**src/rtl/conv2d_stream.sv**
```systemverilog
// conv2d_stream: streaming 3x3 2-D convolution ("valid" windows only) over a
// raster-order pixel stream, with double-buffered kernel and framing checks.
//
// Ports:
//   clk, rst            clock (rising edge), asynchronous active-low reset
//   s_valid/s_ready     input pixel handshake; s_data pixel, s_last end of frame
//   kernel_in           nine signed coefficients, slice k = 3*i + j
//   kernel_load         one-cycle strobe, samples kernel_in into the shadow kernel
//   m_valid/m_ready     result handshake; m_data signed result, m_last end of frame
//   frame_err           sticky framing error, cleared only by reset
//
// Handshake: a beat transfers on a rising edge where valid && ready. A source
// holds valid and its payload stable until the transfer; ready may depend
// combinationally on the downstream ready (s_ready = !m_valid || m_ready).
//
// Build option: define CONV_RELU_EN to clamp negative results to zero.
//
// Pipeline (all stages hold together when the output is stalled):
//   taps    : 3x3 column shift register fed from the line memories
//   stage 1 : window register (plus the kernel that window must use)
//   stage 2 : nine products
//   stage 3 : adder tree, rounding, saturation into the output register
module conv2d_stream #(
  parameter int IMG_W  = 32,
  parameter int IMG_H  = 32,
  parameter int PIX_W  = 8,
  parameter int COEF_W = 8,
  parameter int OUT_W  = 16,
  parameter int SHIFT  = 0
) (
  input  logic                  clk,
  input  logic                  rst,
  input  logic                  s_valid,
  output logic                  s_ready,
  input  logic [PIX_W-1:0]      s_data,
  input  logic                  s_last,
  input  logic [9*COEF_W-1:0]   kernel_in,
  input  logic                  kernel_load,
  output logic                  m_valid,
  input  logic                  m_ready,
  output logic [OUT_W-1:0]      m_data,
  output logic                  m_last,
  output logic                  frame_err
);

  localparam int CW = $clog2(IMG_W);
  localparam int RW = $clog2(IMG_H);
  localparam int PW = PIX_W + COEF_W + 1;
  localparam int SW = PW + 4;
  // Wide enough for the rounding add and for both saturation limits.
  localparam int XW = ((SW + 1 > OUT_W) ? SW + 1 : OUT_W) + 1;
  localparam logic signed [XW-1:0] RND =
    (SHIFT > 0) ? (XW'(1) << (SHIFT > 0 ? SHIFT - 1 : 0)) : '0;
  localparam logic signed [XW-1:0] OMAX = {{(XW-OUT_W+1){1'b0}}, {(OUT_W-1){1'b1}}};
  localparam logic signed [XW-1:0] OMIN = {{(XW-OUT_W+1){1'b1}}, {(OUT_W-1){1'b0}}};

  logic                     advance, accept, at_end, at_origin;
  logic [CW-1:0]            col;
  logic [RW-1:0]            row;
  logic [PIX_W-1:0]         line0 [IMG_W];  // row r-2
  logic [PIX_W-1:0]         line1 [IMG_W];  // row r-1
  logic [PIX_W-1:0]         tap   [9];
  logic [PIX_W-1:0]         win   [9];
  logic signed [COEF_W-1:0] kin    [9];
  logic signed [COEF_W-1:0] shadow [9];
  logic signed [COEF_W-1:0] active [9];
  logic signed [COEF_W-1:0] kern1  [9];
  logic signed [PW-1:0]     prod_c [9];
  logic signed [PW-1:0]     prod   [9];
  logic                     v0, v1, v2, l0, l1, l2;
  logic signed [SW-1:0]     sum;
  logic signed [XW-1:0]     ext, rounded;
  logic signed [OUT_W-1:0]  result;

  assign advance   = !m_valid || m_ready;
  assign s_ready   = advance;
  assign accept    = s_valid && advance;
  assign at_end    = (row == RW'(IMG_H - 1)) && (col == CW'(IMG_W - 1));
  assign at_origin = (row == '0) && (col == '0);

  always_comb begin
    for (int k = 0; k < 9; k++) begin
      kin[k]    = kernel_in[COEF_W*k +: COEF_W];
      prod_c[k] = $signed({{(PW-PIX_W){1'b0}}, win[k]}) *
                  $signed({{(PW-COEF_W){kern1[k][COEF_W-1]}}, kern1[k]});
    end
  end

  always_comb begin
    sum = '0;
    for (int k = 0; k < 9; k++) sum = sum + $signed({{(SW-PW){prod[k][PW-1]}}, prod[k]});
    ext     = $signed({{(XW-SW){sum[SW-1]}}, sum});
    rounded = (ext + RND) >>> SHIFT;
    if (rounded > OMAX)      result = OMAX[OUT_W-1:0];
    else if (rounded < OMIN) result = OMIN[OUT_W-1:0];
    else                     result = rounded[OUT_W-1:0];
`ifdef CONV_RELU_EN
    if (result[OUT_W-1]) result = '0;
`endif
  end

  // Line memories carry no reset; stale contents never reach a valid window.
  always_ff @(posedge clk) begin
    if (accept) begin
      line0[col] <= line1[col];
      line1[col] <= s_data;
    end
  end

  always_ff @(posedge clk or negedge rst) begin
    if (!rst) begin
      col       <= '0;
      row       <= '0;
      frame_err <= 1'b0;
      v0 <= 1'b0; v1 <= 1'b0; v2 <= 1'b0;
      l0 <= 1'b0; l1 <= 1'b0; l2 <= 1'b0;
      m_valid   <= 1'b0;
      m_last    <= 1'b0;
      m_data    <= '0;
      for (int k = 0; k < 9; k++) begin
        tap[k] <= '0; win[k] <= '0; prod[k] <= '0;
        shadow[k] <= '0; active[k] <= '0; kern1[k] <= '0;
      end
    end else begin
      if (kernel_load) shadow <= kin;
      if (accept) begin
        for (int i = 0; i < 3; i++) begin
          tap[3*i]   <= tap[3*i+1];
          tap[3*i+1] <= tap[3*i+2];
        end
        tap[2] <= line0[col];
        tap[5] <= line1[col];
        tap[8] <= s_data;
        // A load on the same beat as pixel (0,0) already counts for this frame.
        if (at_origin) active <= kernel_load ? kin : shadow;
        // Either framing violation still restarts at (0,0) on the next pixel.
        if (at_end || s_last) begin
          col <= '0;
          row <= '0;
          if (at_end != s_last) frame_err <= 1'b1;
        end else if (col == CW'(IMG_W - 1)) begin
          col <= '0;
          row <= row + 1'b1;
        end else begin
          col <= col + 1'b1;
        end
      end
      if (advance) begin
        v0 <= accept && (row >= RW'(2)) && (col >= CW'(2));
        l0 <= accept && at_end;
        // The kernel travels with its window so a swap at the next frame's
        // first pixel cannot leak into the previous frame's last windows.
        win   <= tap;
        kern1 <= active;
        v1    <= v0;
        l1    <= l0;
        prod  <= prod_c;
        v2    <= v1;
        l2    <= l1;
        m_valid <= v2;
        m_last  <= l2;
        if (v2) m_data <= result;
      end
    end
  end

endmodule
```
**config.mk**
```make
export PLATFORM = sky130hd
export DESIGN_NAME = conv2d_stream
export DESIGN_NICKNAME = d
export VERILOG_FILES = /design/src/rtl/conv2d_stream.sv
export SDC_FILE = /design/constraint.sdc
export NUM_CORES = 2
export LEC_CHECK = 0
export CORE_AREA = 2 2 318 320
export CTS_CLUSTER_SIZE = 25
export DETAILED_ROUTE_END_ITERATION = 6
export DIE_AREA = 0 0 320 322
export GPL_TIMING_DRIVEN = 0
export HOLD_SLACK_MARGIN = 0.15
export PLACE_DENSITY = 0.79
export SETUP_SLACK_MARGIN = 0.4
export SLEW_MARGIN = 20
export SYNTH_ARGS = -nofsm -noshare
export SYNTH_HDL_FRONTEND = slang
export SYNTH_SLANG_ARGS = --single-unit
```
**constraint.sdc**
```tcl
create_clock -name clk -period 5.3 [get_ports clk]
set_input_delay 0.795 -clock clk [delete_from_list [all_inputs] [get_ports clk]]
set_output_delay 0.795 -clock clk [all_outputs]
set_load 0.05 [all_outputs]
```
* Yosys cells after proc, flatten, opt, wreduce, memory -nomap -nowiden *
Memories as Yosys holds them, arrays and structs flattened. A register that Yosys moved wholly into a read port is not among the register bits.
Cells that the tools add are included.

cells by class
  $add $sub $neg = 10
  reductions and logical operators = 17
  equal/unequal tests = 3
  multipliers = 9
  $lt $le $gt $ge = 4
  mux-type cells = 9

operator list
  kind                                                                                  number
  9-bit by 8-bit multiplier with 17-bit output                                          9
  21-bit by 17-bit adder with 21-bit output                                             4
  72-bit 2-to-1 mux                                                                     1
  16-bit 2-to-1 mux                                                                     2
  20-bit by 17-bit adder with 21-bit output                                             1
  21-bit by 16-bit greater-than comparator with 1-bit output (second input constant)    1
  21-bit by 16-bit < comparator with 1-bit output (second input constant)               1
  19-bit by 17-bit adder with 20-bit output                                             1
  5-bit 2-to-1 mux                                                                      4
  18-bit by 17-bit adder with 19-bit output                                             1
  17-bit by 17-bit adder with 18-bit output                                             1
  5-bit by 1-bit adder with 5-bit output (second input constant)                        2
  5-bit equality test (second input constant)                                           2
  5-bit by 2-bit greater-or-equal comparator with 1-bit output (second input constant)  2
  5-bit logical NOT                                                                     2
  1-bit logical AND                                                                     6
  2-bit AND reduction                                                                   3
  3-bit AND reduction                                                                   1
  1-bit logical NOT                                                                     2
  1-bit logical OR                                                                      2
  1-bit 2-to-1 mux                                                                      2
  2-bit nonzero test                                                                    1
  1-bit != test                                                                         1

storage, ports and cells
  bits in registers = 540
  memory bits (writable) = 512
  word-level logic and storage cells = 119
  bits of input ports = 86
  memories kept = 2
  output and inout port bits = 20

memory list
  memory  depth  width  rd ports  clocked after memory_dff  write ports  line  text
  line0   32     8      1         1                         1            60    logic [PIX_W-1:0] line0 [IMG_W];
  line1   32     8      1         0                         1            61    logic [PIX_W-1:0] line1 [IMG_W];

* Longest topological paths before layout *
  word-level depth = 11
  gate-level depth with buffers = 19
  mapped depth without buffers = 18

* Least setup slack after synthesis *
Ideal clock, no wire load.

  path type = register to register
  from = reg prod[104] (netlist bit)
  to = reg m_data[10]
  library setup time = 0.120 ns
  cell stages (with the launch flop) = 18
  path buffers = 1
  setup slack = 0.417 ns
  required time = 5.180 ns
  clock period less this slack = 4.883 ns
  arrival time = 4.763 ns
  path through = dfrtp_1 -> fa_1 -> fa_1 -> fa_1 -> inv_1 -> fa_1 -> inv_1 -> ha_1 -> fa_1 -> a21o_1 -> a31oi_2 -> o21ai_1 -> or3_1 -> a22oi_1 -> a41o_1 -> buf_2 -> and2_1 -> o21ai_2

between the ends
  cells in the longest elaborated chain, start to end = 10
  elaborated cells on any way between the ends = 11
  those cells by class = add/sub (7); order compare (2); mux (2)

ends and longest elaborated chain
  item                                                         line  text
  start: declaration                                           69    logic signed [PW-1:0] prod [9];
  start signal: assignment                                     157   prod <= prod_c;
  18-bit by 17-bit adder with 19-bit output (*)                91    for (int k = 0; k < 9; k++) sum = sum + $signed({{(SW-PW){prod[k][PW-1]}}, prod[k]});
  19-bit by 17-bit adder with 20-bit output (*)                91
  20-bit by 17-bit adder with 21-bit output (*)                91
  21-bit by 17-bit adder with 21-bit output (*) (4 in series)  91
  21-bit by 16-bit < comparator with 1-bit output              95    else if (rounded < OMIN) result = OMIN[OUT_W-1:0];
  16-bit 2-to-1 mux                                            95
  16-bit 2-to-1 mux (*)                                        94    if (rounded > OMAX) result = OMAX[OUT_W-1:0];
  end signal: assignment                                       162   if (v2) m_data <= result;
  end: declaration                                             41    output logic [OUT_W-1:0] m_data,

Mark *: on every way between the ends. The rest lies on a longest branch, timed or not.
A chain may end at the register's enable or synchronous reset.

* Worst setup path in the final report *
  from = reg prod[39] (netlist bit)
  to = reg m_data[1]

between the ends
  cells in the longest elaborated chain, start to end = 6
  elaborated cells on any way between the ends = 7
  those cells by class = add/sub (3); order compare (2); mux (2)

ends and longest elaborated chain
  item                                                         line
  21-bit by 17-bit adder with 21-bit output (*) (3 in series)  91
  21-bit by 16-bit < comparator with 1-bit output              95
  16-bit 2-to-1 mux                                            95
  16-bit 2-to-1 mux (*)                                        94

Marked as above.

==> results.md <==
- Across every metal layer, demand over resource in global routing totals 0.325.
- The required time of the critical path is roughly 6 ns.
- The Yosys step of the flow raised 0 warnings.
- The clock net sink count is 1060.
- The highest achievable clock rate is 0.198 GHz.
- At the placement stage, the worst setup path has a slack of -0.480 ns.
- For this block, the routed nets add up to 163 mm of wire.
- The critical-path maximum fanout is 4.
- Of the total synthesized cell area, the portion taken by full adders, half adders and majority gates is 0.227.
- The combined area of all synthesized cells is 0.0632 mm^2.
- The total congestion overflow is 0.
- The clock arrives with 0.0238 ns of skew.
- Synthesis produced a netlist whose cell count is 5418.
- STA classifies the critical path endpoint as a flop.
- Clock tree synthesis selected as its root buffer the cell sky130_fd_sc_hd__clkbuf_16.
- The post-CTS clock slew at the launch and capture registers of the worst setup and hold paths is approximately 0.070 ns.
- The detailed placement HPWL is 119 mm.
- The number of slew-limit violations in the final report is 0.
- The share of synthesized registers carrying an async set or reset is 0.517.
- The synthesized netlist contains 67 unique library cells.
- The final layout contains 6655 nets.
- After detailed routing, the number of remaining DRC violations is 0.
- For this run, the register share of the synthesized area comes to 0.461.
- In this run the most critical hold path is launched from active[60].
- The count of filler cells inserted in the layout is 6742.
- The floorplan die height is 322 um.
- The detailed router finished its first iteration with 4252 violations.
- The biggest area contributor in the post-synthesis netlist is sky130_fd_sc_hd__edfxtp_1.
- For hold timing, the worst endpoint is kern1[60].
- The number of global-route vias before repair is 43338.
- The final setup violation count is 0.
- The run finished with clean final reports.
- In the synthesized netlist the dominant register cell turns out to be sky130_fd_sc_hd__dfrtp_1.
- For this configuration, the core starts out at a cell density of 0.634.
- The floorplan step defined a core boundary enclosing 0.0996 mm^2.
- The clock period could shrink to just over 5 ns.
- The post-synthesis to final-layout area growth is 11.9%.
- The critical path class is flop to flop.
- The launch point of the worst path is prod[39].
- The first TritonRoute pass finished after 6 iterations.
- The launch point of the worst reg-to-reg path is prod[39].
- TritonCTS built the clock tree.
- STA classifies the critical path startpoint as a flop.
- The initialized floorplan defines 116 standard-cell rows.
- The depth of the worst register-to-register path is 20.
- Of the total synthesized cell area, the portion taken by XOR and XNOR cells is 0.0150.
- The number of nets in the synthesized netlist is 6377.
- Setup repair after global routing could not meet its margin everywhere.
- Dividing the detail-routed via count by the number of cells gives 5.94.
- The clock passes through at most 3 buffers.
- The fraction of layout instances using a drive strength above 1 is 0.129.
- The tightest min-delay check is of the flop to flop type.
- The number of H-tree levels is 3.
- The number of primary I/O pins is 106.
- The die footprint is 0.103 mm^2.
- The transition time at the pin with the least slew margin is 1.21 ns.
- The final critical-path setup slack is 0.257 ns.
- The relative slew slack is 0.197.
- The share of synthesized area in the top cell type comes to 0.243.
- The area fraction in and, or, nand and nor cells after synthesis is 0.126.
- TritonCTS created about 100 clock buffers.
- In this run the critical register-to-register path is captured at m_data[1].
- Dividing the final minimum period by the clock period gives 0.951.
- The initial antenna violation count is 4.
- The count of buffers added on input and output ports is 104.
- The post-synthesis register bit count is approximately 1100.
- The global-route wire length before repair is 252 mm.
- In the final routed layout, each cell accounts on average for 23.1 um.
- The worst hold slack is 0.458 ns.
- In this run the remaining antenna-violating nets after routing total 0.
- In the post-synthesis netlist, the biggest area contributors are sky130_fd_sc_hd__edfxtp_1 (24%), sky130_fd_sc_hd__dfrtp_1 (22%), sky130_fd_sc_hd__fa_1 (14%), sky130_fd_sc_hd__ha_1 (8.3%), sky130_fd_sc_hd__nand2_1 (6.2%).
- The count of endpoints failing hold in the final timing report is 0.
- The pin count of the biggest net entering global routing is 89.
- The data arrival at the endpoint of the critical path is 5.64 ns.
- The portion of synthesized area spent on multiplexers is 0.0753.
- The count of flip-flops with a built-in enable after synthesis is roughly 510.
- The combinational family with the most area after synthesis is adder cells.
- The worst hold path stage count is 2.
- The share of the synthesized area in compound gates (AO/OA/AOI/OAI) was 0.0439.
- The final route contains between 40000 and 50000 vias.
- After synthesis, the mean cell area works out to 11.7 um^2.
- For flop-to-flop paths, the worst setup slack is 0.26 ns.
- For the worst-skew pair, the clock arrives at the later sink with an insertion delay of just over 0.7 ns.
- The floorplan step set the die width to 320 um.
- The congestion estimate from routability-driven global placement came to 0.946.
- The number of violations of the max-capacitance limit is 0.
-- per-stage QoR --
step / setup TNS, ns / cells / utilization / cell area, um^2
after global placement: - / 6820 / 0.661 / 65800
after floorplan: 0 / 5418 / - / 63200
after global routing: 0 / 7083 / 0.710 / 70700
final: 0 / 7085 / 0.710 / 70700
after CTS: 0 / 7071 / 0.706 / 70300
after detailed placement: -14.94 / 6863 / 0.669 / 66600
-- cells in the final DEF (no fill, tap or decap), types with 15 or more instances in the layout --
cell / synthesis / routed
sky130_fd_sc_hd__a21o_1: 21 / 21
sky130_fd_sc_hd__a21oi_1: 170 / 163
sky130_fd_sc_hd__a22oi_1: 34 / 33
sky130_fd_sc_hd__and2_1: 310 / 308
sky130_fd_sc_hd__buf_1: 18 / 18
sky130_fd_sc_hd__buf_2: 25 / 34
sky130_fd_sc_hd__buf_4: 0 / 19
sky130_fd_sc_hd__buf_6: 1 / 31
sky130_fd_sc_hd__buf_8: 0 / 15
sky130_fd_sc_hd__clkbuf_1: 164 / 135
sky130_fd_sc_hd__clkbuf_16: 0 / 105
sky130_fd_sc_hd__clkbuf_2: 0 / 43
sky130_fd_sc_hd__clkdlybuf4s50_1: 0 / 94
sky130_fd_sc_hd__clkinv_2: 0 / 25
sky130_fd_sc_hd__dfrtp_1: 548 / 527
sky130_fd_sc_hd__dfrtp_2: 0 / 21
sky130_fd_sc_hd__edfxtp_1: 512 / 512
sky130_fd_sc_hd__fa_1: 455 / 447
sky130_fd_sc_hd__ha_1: 418 / 408
sky130_fd_sc_hd__inv_1: 657 / 653
sky130_fd_sc_hd__mux2_2: 153 / 153
sky130_fd_sc_hd__mux4_2: 132 / 132
sky130_fd_sc_hd__nand2_1: 1049 / 1047
sky130_fd_sc_hd__nand2b_1: 66 / 66
sky130_fd_sc_hd__nand3_1: 50 / 50
sky130_fd_sc_hd__nor2_1: 174 / 141
sky130_fd_sc_hd__nor2_2: 0 / 24
sky130_fd_sc_hd__nor2b_1: 26 / 23
sky130_fd_sc_hd__nor3_1: 31 / 29
sky130_fd_sc_hd__o211ai_1: 19 / 19
sky130_fd_sc_hd__o21ai_0: 95 / 86
sky130_fd_sc_hd__o21ai_2: 10 / 17
sky130_fd_sc_hd__or3_1: 22 / 21
sky130_fd_sc_hd__xnor2_1: 54 / 50
sky130_fd_sc_hd__xor2_1: 54 / 52
-- worst max-delay path: stages, from the launching register on --
cell                       delay [ns]
sky130_fd_sc_hd__dfrtp_1         0.37
sky130_fd_sc_hd__inv_2           0.05
sky130_fd_sc_hd__fa_1            0.60
sky130_fd_sc_hd__inv_2           0.05
sky130_fd_sc_hd__fa_1            0.47
sky130_fd_sc_hd__fa_1            0.51
sky130_fd_sc_hd__inv_1           0.05
sky130_fd_sc_hd__fa_1            0.50
sky130_fd_sc_hd__inv_1           0.06
sky130_fd_sc_hd__ha_2            0.17
sky130_fd_sc_hd__a2111o_1        0.45
sky130_fd_sc_hd__buf_6           0.14
sky130_fd_sc_hd__a31oi_4         0.20
sky130_fd_sc_hd__buf_6           0.14
sky130_fd_sc_hd__o41ai_4         0.09
sky130_fd_sc_hd__a21oi_2         0.17
sky130_fd_sc_hd__xor2_2          0.24
sky130_fd_sc_hd__a41o_1          0.30
sky130_fd_sc_hd__buf_4           0.17
sky130_fd_sc_hd__nor2b_2         0.15
sky130_fd_sc_hd__o21ai_2         0.07
-- cells by family (layout without fill, tap and decap cells) --
| logic type | after synthesis | after routing |
|---|---|---|
| and+or+nand+nor | 1774 | 1774 |
| DFF | 1060 | 1060 |
| adders and majority gates | 873 | 873 |
| buffers and inverters | 866 | 1233 |
| AOI/OAI and AO/OA | 446 | 446 |
| muxes | 291 | 291 |
| xor gates and xnor gates | 108 | 108 |
| other | 0 | 2 |
-- cells in the mapped netlist, types with 13 or more instances --
| master | number |
|---|---|
| sky130_fd_sc_hd__nand2_1 | 1049 |
| sky130_fd_sc_hd__inv_1 | 657 |
| sky130_fd_sc_hd__dfrtp_1 | 548 |
| sky130_fd_sc_hd__edfxtp_1 | 512 |
| sky130_fd_sc_hd__fa_1 | 455 |
| sky130_fd_sc_hd__ha_1 | 418 |
| sky130_fd_sc_hd__and2_1 | 310 |
| sky130_fd_sc_hd__nor2_1 | 174 |
| sky130_fd_sc_hd__a21oi_1 | 170 |
| sky130_fd_sc_hd__clkbuf_1 | 164 |
| sky130_fd_sc_hd__mux2_2 | 153 |
| sky130_fd_sc_hd__mux4_2 | 132 |
| sky130_fd_sc_hd__o21ai_0 | 95 |
| sky130_fd_sc_hd__nand2b_1 | 66 |
| sky130_fd_sc_hd__xnor2_1 | 54 |
| sky130_fd_sc_hd__xor2_1 | 54 |
| sky130_fd_sc_hd__nand3_1 | 50 |
| sky130_fd_sc_hd__a22oi_1 | 34 |
| sky130_fd_sc_hd__nor3_1 | 31 |
| sky130_fd_sc_hd__nor2b_1 | 26 |
| sky130_fd_sc_hd__buf_2 | 25 |
| sky130_fd_sc_hd__or3_1 | 22 |
| sky130_fd_sc_hd__a21o_1 | 21 |
| sky130_fd_sc_hd__o211ai_1 | 19 |
| sky130_fd_sc_hd__buf_1 | 18 |
| sky130_fd_sc_hd__and3_1 | 13 |
-- sequential cells by signal, indices dropped and copies added, names as in the netlist, 5 cells and up --
signal and count:
shadow 72, m_data 16, col 5, win 72, line0 256, active 72
row 5, prod 153, kern1 72, tap 72, line1 256
-- area by class of cell --
type / instances / area [um^2] / share of cell area
inverters: 658 / 2470 / 0.0349
diodes: 2 / 5.00 / 0.0000708
plain buffers: 208 / 897 / 0.0127
flip-flops and latches: 1060 / 29100 / 0.412
repair buffers: 172 / 1850 / 0.0262
well taps: 1298 / 1620 / 0.0230
clock inverters: 65 / 652 / 0.00922
clock buffers: 130 / 2770 / 0.0392
multi-input cells: 3492 / 31300 / 0.443
-- how the worst max path moves through the flow --
stage | end | slack, ns | cells past startpoint
floorplan | m_data[10] | 0.42 | 17
global placement | shadow[52] | -20.77 | 1
detailed placement | active[23] | -0.48 | 12
CTS | m_data[12] | 0.35 | 18
global route | m_data[12] | 0.14 | 20
finish | m_data[1] | 0.26 | 20
-- routing by layer --
layer	global-route usage	vias to the layer above	wire length, um
met5	0	-	0
met4	0.174	0	10300
met3	0.0528	522	13800
met2	0.535	2106	78700
met1	0.420	21029	60700
li1	-	18440	-
-- what timing repair did --
item                       CTS  global route
hold buffers                 1             0
setup endpoints to repair   92            65
gates cloned                 2             0
buffers inserted            10            12
resized for setup           52           167
pin swaps                   28            47
hold endpoints to repair    72             0
Power is not shown: default switching activity piles up to over one toggle a cycle in this logic, so the estimate is an artifact.
